===== src/rtl/mux_rr_pipe_if.sv =====
// Handshake bundle for mux_rr_pipe: NCH valid/ready input channels, arbitration controls,
// and one registered valid/ready output.
interface mux_rr_pipe_if #(
    parameter int unsigned nbits = 7,
    parameter int unsigned NCH   = 4
);
    localparam int unsigned SELW = (NCH > 1) ? $clog2(NCH) : 1;

    logic [NCH*nbits-1:0] in_data;
    logic [NCH-1:0]       in_valid;
    logic [NCH-1:0]       in_ready;
    logic                 mode;
    logic                 force_en;
    logic [SELW-1:0]      force_sel;
    logic [nbits-1:0]     out_data;
    logic [SELW-1:0]      out_sel;
    logic                 out_valid;
    logic                 out_ready;

    modport master (
        output in_data, in_valid, mode, force_en, force_sel, out_ready,
        input  in_ready, out_data, out_sel, out_valid
    );

    modport slave (
        input  in_data, in_valid, mode, force_en, force_sel, out_ready,
        output in_ready, out_data, out_sel, out_valid
    );
endinterface


===== src/rtl/mux_rr_pipe.sv =====
// N-channel valid/ready mux with fixed-priority or round-robin arbitration, an optional forced
// channel, and a single registered output stage that refills in the cycle it drains.
module mux_rr_pipe #(
    parameter int unsigned nbits = 7,
    parameter int unsigned NCH   = 4
) (
    input logic          clk,
    input logic          rst,
    mux_rr_pipe_if.slave bus
);
    localparam int unsigned SELW = (NCH > 1) ? $clog2(NCH) : 1;

    logic [nbits-1:0] out_data_q, out_data_d;
    logic [SELW-1:0]  out_sel_q, out_sel_d;
    logic             out_valid_q, out_valid_d;
    logic [SELW-1:0]  rr_ptr_q, rr_ptr_d;

    logic [NCH-1:0]   elig;
    logic [NCH-1:0]   grant;
    logic [NCH-1:0]   ready;
    logic [2*NCH-1:0] elig_dbl;
    logic [2*NCH-1:0] oh_dbl;
    logic [NCH-1:0]   elig_rot;
    logic [NCH-1:0]   oh_rot;
    logic [SELW-1:0]  base;
    logic [SELW-1:0]  gidx;
    logic [nbits-1:0] gdata;
    logic             load;
    logic             xfer;

    always_comb begin
        for (int i = 0; i < NCH; i++) begin
            elig[i] = bus.in_valid[i] & (~bus.force_en | (int'(bus.force_sel) == i));
        end
    end

    // Rotate so the scan starts at base, pick the lowest set bit, then rotate back.
    always_comb begin
        base     = bus.mode ? rr_ptr_q : '0;
        elig_dbl = {elig, elig} >> base;
        elig_rot = elig_dbl[NCH-1:0];
        oh_rot   = '0;
        for (int i = NCH - 1; i >= 0; i--) begin
            if (elig_rot[i]) begin
                oh_rot    = '0;
                oh_rot[i] = 1'b1;
            end
        end
        oh_dbl = {{NCH{1'b0}}, oh_rot} << base;
        grant  = oh_dbl[NCH-1:0] | oh_dbl[2*NCH-1:NCH];
    end

    always_comb begin
        gidx  = '0;
        gdata = '0;
        for (int i = 0; i < NCH; i++) begin
            if (grant[i]) begin
                gidx  = SELW'(i);
                gdata = bus.in_data[i*nbits +: nbits];
            end
        end
    end

    always_comb begin
        load  = ~out_valid_q | bus.out_ready;
        ready = {NCH{load & ~rst}} & grant;
        xfer  = |ready;
    end

    always_comb begin
        out_data_d  = out_data_q;
        out_sel_d   = out_sel_q;
        out_valid_d = out_valid_q;
        rr_ptr_d    = rr_ptr_q;
        if (xfer) begin
            out_data_d  = gdata;
            out_sel_d   = gidx;
            out_valid_d = 1'b1;
            rr_ptr_d    = (int'(gidx) == NCH - 1) ? '0 : gidx + SELW'(1);
        end else if (bus.out_ready) begin
            out_valid_d = 1'b0;
        end
    end

    always_ff @(posedge clk or posedge rst) begin
        if (rst) begin
            out_data_q  <= '0;
            out_sel_q   <= '0;
            out_valid_q <= 1'b0;
            rr_ptr_q    <= '0;
        end else begin
            out_data_q  <= out_data_d;
            out_sel_q   <= out_sel_d;
            out_valid_q <= out_valid_d;
            rr_ptr_q    <= rr_ptr_d;
        end
    end

    assign bus.in_ready  = ready;
    assign bus.out_data  = out_data_q;
    assign bus.out_sel   = out_sel_q;
    assign bus.out_valid = out_valid_q;
endmodule


===== src/flat_wrapper.sv =====
// flat-port wrapper written by rule: the top's interface ports become plain ports
module mux_rr_pipe_flat 
#(
    parameter int unsigned nbits = 7,
    parameter int unsigned NCH   = 4
)
  (clk, rst, bus_in_data, bus_in_valid, bus_mode, bus_force_en, bus_force_sel, bus_out_ready, bus_in_ready, bus_out_data, bus_out_sel, bus_out_valid);
  mux_rr_pipe_if #(.nbits(nbits), .NCH(NCH)) bus_i ();
  input logic clk;
  input logic rst;
  input wire logic [$bits(bus_i.in_data)-1:0] bus_in_data;
  input wire logic [$bits(bus_i.in_valid)-1:0] bus_in_valid;
  input wire logic [$bits(bus_i.mode)-1:0] bus_mode;
  input wire logic [$bits(bus_i.force_en)-1:0] bus_force_en;
  input wire logic [$bits(bus_i.force_sel)-1:0] bus_force_sel;
  input wire logic [$bits(bus_i.out_ready)-1:0] bus_out_ready;
  output wire logic [$bits(bus_i.in_ready)-1:0] bus_in_ready;
  output wire logic [$bits(bus_i.out_data)-1:0] bus_out_data;
  output wire logic [$bits(bus_i.out_sel)-1:0] bus_out_sel;
  output wire logic [$bits(bus_i.out_valid)-1:0] bus_out_valid;
  assign bus_i.in_data = bus_in_data;
  assign bus_i.in_valid = bus_in_valid;
  assign bus_i.mode = bus_mode;
  assign bus_i.force_en = bus_force_en;
  assign bus_i.force_sel = bus_force_sel;
  assign bus_i.out_ready = bus_out_ready;
  assign bus_in_ready = bus_i.in_ready;
  assign bus_out_data = bus_i.out_data;
  assign bus_out_sel = bus_i.out_sel;
  assign bus_out_valid = bus_i.out_valid;
  mux_rr_pipe #(.nbits(nbits), .NCH(NCH)) u_core (.clk(clk), .rst(rst), .bus(bus_i));
endmodule

===== config.mk =====
export PLATFORM = sky130hd
export DESIGN_NAME = mux_rr_pipe_flat
export DESIGN_NICKNAME = d
export VERILOG_FILES = /design/src/rtl/mux_rr_pipe_if.sv /design/src/rtl/mux_rr_pipe.sv /design/src/flat_wrapper.sv
export SDC_FILE = /design/constraint.sdc
export NUM_CORES = 1
export LEC_CHECK = 0
export ABC_AREA = 0
export CAP_MARGIN = 20
export CORE_MARGIN = 10
export CORE_UTILIZATION = 40
export DETAILED_ROUTE_END_ITERATION = 7
export PLACE_DENSITY = 0.8
export REMOVE_ABC_BUFFERS = 1
export SYNTH_ARGS = -nofsm -noshare
export SYNTH_HDL_FRONTEND = slang
export SYNTH_SLANG_ARGS = --single-unit
export TNS_END_PERCENT = 5

===== constraint.sdc =====
create_clock -name clk -period 3.22 [get_ports clk]
set_input_delay 0.805 -clock clk [delete_from_list [all_inputs] [get_ports clk]]
set_output_delay 0.805 -clock clk [all_outputs]
set_load 0.1 [all_outputs]

======== Word level (Yosys, flattened, before mapping) ========
Index checks and enable logic that the tools add are counted.
Widths: inputs -> output; s select.
storage, ports and cells
  output and inout port bits .............. 14
  bits of input ports ..................... 39
  word-level logic and storage cells ...... 44
  flip-flop bits (word level) ............. 12
operators by class
  multiplexer cells ....................... 15
  reductions and logical operators ........ 3
  bitwise logic cells ..................... 15
  shift operators ......................... 2
  add/sub/neg operators ................... 1
  equality and inequality tests ........... 4
operators by type and width
  kind                 number
  $mux 7               4
  $mux 4               4
  $mux 2               4
  $shl 4x2->8          1
  $shr 8x2->4          1
  $eq 2x2->1 const B   3
  $and 1x1->1          5
  $or 1x1->1           5
  $and 4x4->4          1
  $or 4x4->4           1
  $reduce_or 4->1      1
  $mux 1               3
  $not 1->1            3
  $add 2x1->2 const B  1
  $eq 2x1->1 const B   1
  $logic_not 2->1      1
  $reduce_bool 2->1    1

======== Logic depth before layout (Yosys ltp) ========
  depth in word-level cells ............... 15
  mapped depth ............................ 7
  depth with buffers taken out ............ 6

======== Least setup slack after synthesis ========
No wires, ideal clock.
  kind .................................... in2out
  start ................................... input port rst
  end ..................................... output port bus_in_ready[3]
  data required time ...................... 2415 ps
  path buffers ............................ 0
  arrival time ............................ 2796 ps
  stages on the path ...................... 4
  setup slack ............................. -381 ps
  path through ............................ inv_1 nand2_2 o21bai_4 nor3_2
on the way
  longest elaborated chain between the ends .. 3
ends and longest elaborated chain
  element          line                source
  start, declared  flat_wrapper.sv:10  input logic rst;
  $not 1->1        mux_rr_pipe.sv:66   ready = {NCH{load & ~rst}} & grant;
  $and 1x1->1      mux_rr_pipe.sv:66
  $and 4x4->4      mux_rr_pipe.sv:66
  end, declared    flat_wrapper.sv:17  output wire logic [$bits(bus_i.in_ready)-1:0] bus_in_ready;
No other way between the ends.

======== Worst setup path after layout ========
  start ................................... input port bus_in_valid[2]
  end ..................................... output port bus_in_ready[2]
on the way
  longest elaborated chain between the ends .. 9
ends and longest elaborated chain
  element               line                source
  start, declared       flat_wrapper.sv:12  input wire logic [$bits(bus_i.in_valid)-1:0] bus_in_valid;
  $and 1x1->1 (*)       mux_rr_pipe.sv:33   elig[i] = bus.in_valid[i] & (~bus.force_en | (int'(bus.force_sel) == i));
  $shr 8x2->4 (*)       mux_rr_pipe.sv:40   elig_dbl = {elig, elig} >> base;
  $mux 4 (3 in series)  mux_rr_pipe.sv:44   if (elig_rot[i]) begin
  $mux 4 (*)            mux_rr_pipe.sv:44
  $shl 4x2->8 (*)       mux_rr_pipe.sv:49   oh_dbl = {{NCH{1'b0}}, oh_rot} << base;
  $or 4x4->4 (*)        mux_rr_pipe.sv:50   grant = oh_dbl[NCH-1:0] | oh_dbl[2*NCH-1:NCH];
  $and 4x4->4 (*)       mux_rr_pipe.sv:66
Mark *: on every way between the ends. The rest lies on a longest branch, timed or not.

==> flow_summary.json <==
{
  "outcome": "complete, no violations",
  "clock_path_buffers": 2,
  "cts-root-buf": "clkbuf_4",
  "syn_avg_cell_area_um2": 8.98,
  "die_area_um2": 5170,
  "rsz0062_at_grt": "no",
  "synth_ff_type": "dfrtp_1",
  "slew_violations": 0,
  "fmax_mhz": 318,
  "insertion_delay_ns": 0.28,
  "ys_ff_latch": 12,
  "dr.pass1.iters": 4,
  "slew_headroom_pct": 75.0,
  "grt_max_degree": 13,
  "p_leak_nw": 0.844,
  "io_buffers": 52,
  "place_congestion": 0.877,
  "clock-skew-final_ns": 0.00223,
  "vias_per_cell": 5.87,
  "yosysWarnings": 0,
  "drv_cap": 0,
  "worstSetupEndpointType": "output port",
  "std_cell_rows": 18,
  "yosysTopAreaCell": "dfrtp_1",
  "die_w_um": 71.9,
  "hold_buffers": 0,
  "power.total_mw": 0.931,
  "post_drt_wl_per_cell_um": 18.8,
  "cts_tree": "built",
  "wirelength_um": 4390,
  "slowest_stage": "clkdlybuf4s50_1",
  "num_antenna_cells": 0,
  "dpl.cell_count": 230,
  "htree_levels": 1,
  "syn_area_um2": 1080,
  "critPathRequiredTime_ns": 2.41,
  "initial_core_util_pct": 42.7,
  "worstPathBufferInverterCount": 3,
  "grt_pass1_vias": 1497,
  "ir_drop_v": 0.000620,
  "ys_top_cells_by_area": "dfrtp_1 28%, a221o_1 3.7%, nand2_1 3.5%",
  "yosysMostFrequentCell": "dfrtp_1",
  "slowest_delay_ns": 0.54,
  "power_density_nw_per_um2": 493,
  "dr_total_vias": 1374,
  "clk_pin_slew_ns": 0.08,
  "fill_cells": 188,
  "cts_made_buffers": 3,
  "ant_nets": 0,
  "synth_commonest_cells": "12 x dfrtp_1, 10 x nand2_1, 9 x nor2_1",
  "async_flop_share_pct": 100,
  "layoutNonFillerInstCount": 234,
  "min_path_type": "reg2reg",
  "crit_arrival_ns": 2.34,
  "grt_pass1_wl_um": 6950,
  "setup-violations-final": 0,
  "cp_top_family": "buffers and inverters",
  "layout.nets": 245,
  "cp-start-kind": "input port",
  "path_cells": "clkdlybuf4s50_1, buf_4, o21ai_0, a211oi_4, a31oi_2, nor2_2, buf_12",
  "worst_pin_slew_ns": 0.370,
  "synth_edf_count": 0,
  "synth_seq_area_share_pct": 27.9,
  "drive_above_1_share_pct": 31.9,
  "drt_iter0_drc": 105,
  "core_um2": 2520,
  "grt_util_all_layers_pct": 16.3,
  "cp_max_fo": 5,
  "dp_hpwl_um": 3640,
  "crit_type": "in2out",
  "die-height_um": 71.9,
  "antenna_found_initial": 0,
  "period_share_pct": 97.8,
  "cts_sinks": 12,
  "grt_overflow_total": 0,
  "syn2layout_area_growth_pct": 75.3,
  "hold_viol": 0,
  "pin_count": 53,
  "drc": 0,
  "fin_util_pct": 74.9,
  "synth_cells": 120,
  "period_minus_slack_ns": 3.15,
  "synth_top_area_share_pct": 27.9,
  "yosysUniqueCellTypes": 50
}
## state kept, by name (all words and copies together), names as in the netlist
name and cells:
u_core.bus.out_data 7, u_core.bus.out_sel 2, u_core.bus.out_valid 1, u_core.rr_ptr_q 2
## metal layers
metal	global-route usage (%)	up-vias	part of all wire (%)
li1	-	646	-
met1	15.8	653	38
met2	30.3	63	52
met3	6.12	12	7.8
met4	6.88	0	2.1
met5	0	-	0
## placed cells by master, fill, tap and decap left out, types with 2 or more instances in the layout
master           Yosys  layout
nor2_1               9       9
nand2b_1             6       6
buf_4                0      41
and3_1               2       2
a32oi_1              4       4
dfrtp_1             12      12
nand3b_1             2       2
nand3_1              2       2
buf_12               0       4
a21oi_1              6       6
a221oi_1             3       3
o21ai_1              2       2
nand2_1             10      10
a222oi_1             3       3
inv_1                7       7
a21o_1               2       2
o221ai_1             2       2
clkbuf_4             0       3
clkdlybuf4s50_1      0      32
a221o_1              4       4
dlygate4sd2_1        0       6
and2_1               5       5
o21ai_0              5       5
a221oi_2             2       2
nor3_1               2       2
## cell type report
class | count | area [um^2] | share of cell area (%)
Timing Repair Buffer | 83 | 761 | 40.3
Multi-Input combinational cell | 99 | 741 | 39.2
Sequential cell | 12 | 300 | 15.9
Tap cell | 30 | 37.5 | 1.99
Inverter | 7 | 26.3 | 1.39
Clock buffer | 3 | 22.5 | 1.19
## power by group
part           switching [mW]  internal (mW)
Sequential             0.0292          0.190
Combinational           0.415          0.203
Clock                  0.0522         0.0434
## tightest hold or removal path, delay by kind of cell, from the launching register on
| kind | cells | cell delay [ns] |
|---|---|---|
| flops | 1 | 0.35 |
| simple gates | 2 | 0.12 |
## repair_timing
action	in CTS	in global routing
endpoints found under the hold margin	0	0
setup buffers	1	0
endpoints found under the setup margin	4	3
resized for setup	6	1
pin swaps	2	2
## through the flow
| step | instance area, um^2 | setup TNS (ns) | hold WS, ns | setup slack (ns) |
|---|---|---|---|---|
| 4_1_cts | 1880 | 0 | 0.520 | 0.0188 |
| 3_5_place_dp | 1860 | -0.366 | 0.502 | -0.110 |
| 6_report | 1890 | 0 | 0.517 | 0.0707 |
| 5_1_grt | 1890 | 0 | 0.560 | 0.000141 |
| 3_3_place_gp | 1860 | -0.256 | 0.474 | -0.0815 |
| 2_1_floorplan | 1060 | -0.634 | 0.510 | -0.381 |
## final timing paths
kind / from / cells after the start / slack (ns) / end
min in group asynchronous: rst / 3 / 0.86 / u_core.bus.out_sel[0]$_DFFE_PP0P_
min: u_core.bus.out_sel[0]$_DFFE_PP0P_ / 2 / 0.52 / u_core.bus.out_sel[0]$_DFFE_PP0P_
max in group asynchronous: rst / 3 / 2.20 / u_core.bus.out_data[3]$_DFFE_PP0P_
max: bus_in_valid[2] / 7 / 0.07 / bus_in_ready[2]
min reg2reg: u_core.bus.out_sel[0]$_DFFE_PP0P_ / 2 / 0.52 / u_core.bus.out_sel[0]$_DFFE_PP0P_
max reg2reg: u_core.rr_ptr_q[0]$_DFFE_PP0P_ / 7 / 1.24 / u_core.bus.out_data[1]$_DFFE_PP0P_
## logic make-up (layout without fill, tap and decap cells)
logic type | after synthesis | after routing | synth area share (%)
AO/OA/AOI/OAI | 52 | 52 | 44.1
AND/OR/NAND/NOR | 47 | 47 | 24.0
flip-flops | 12 | 12 | 27.9
buffers and inverters | 9 | 93 | 3.95
Note: power is estimated with default switching activity, not from simulation.
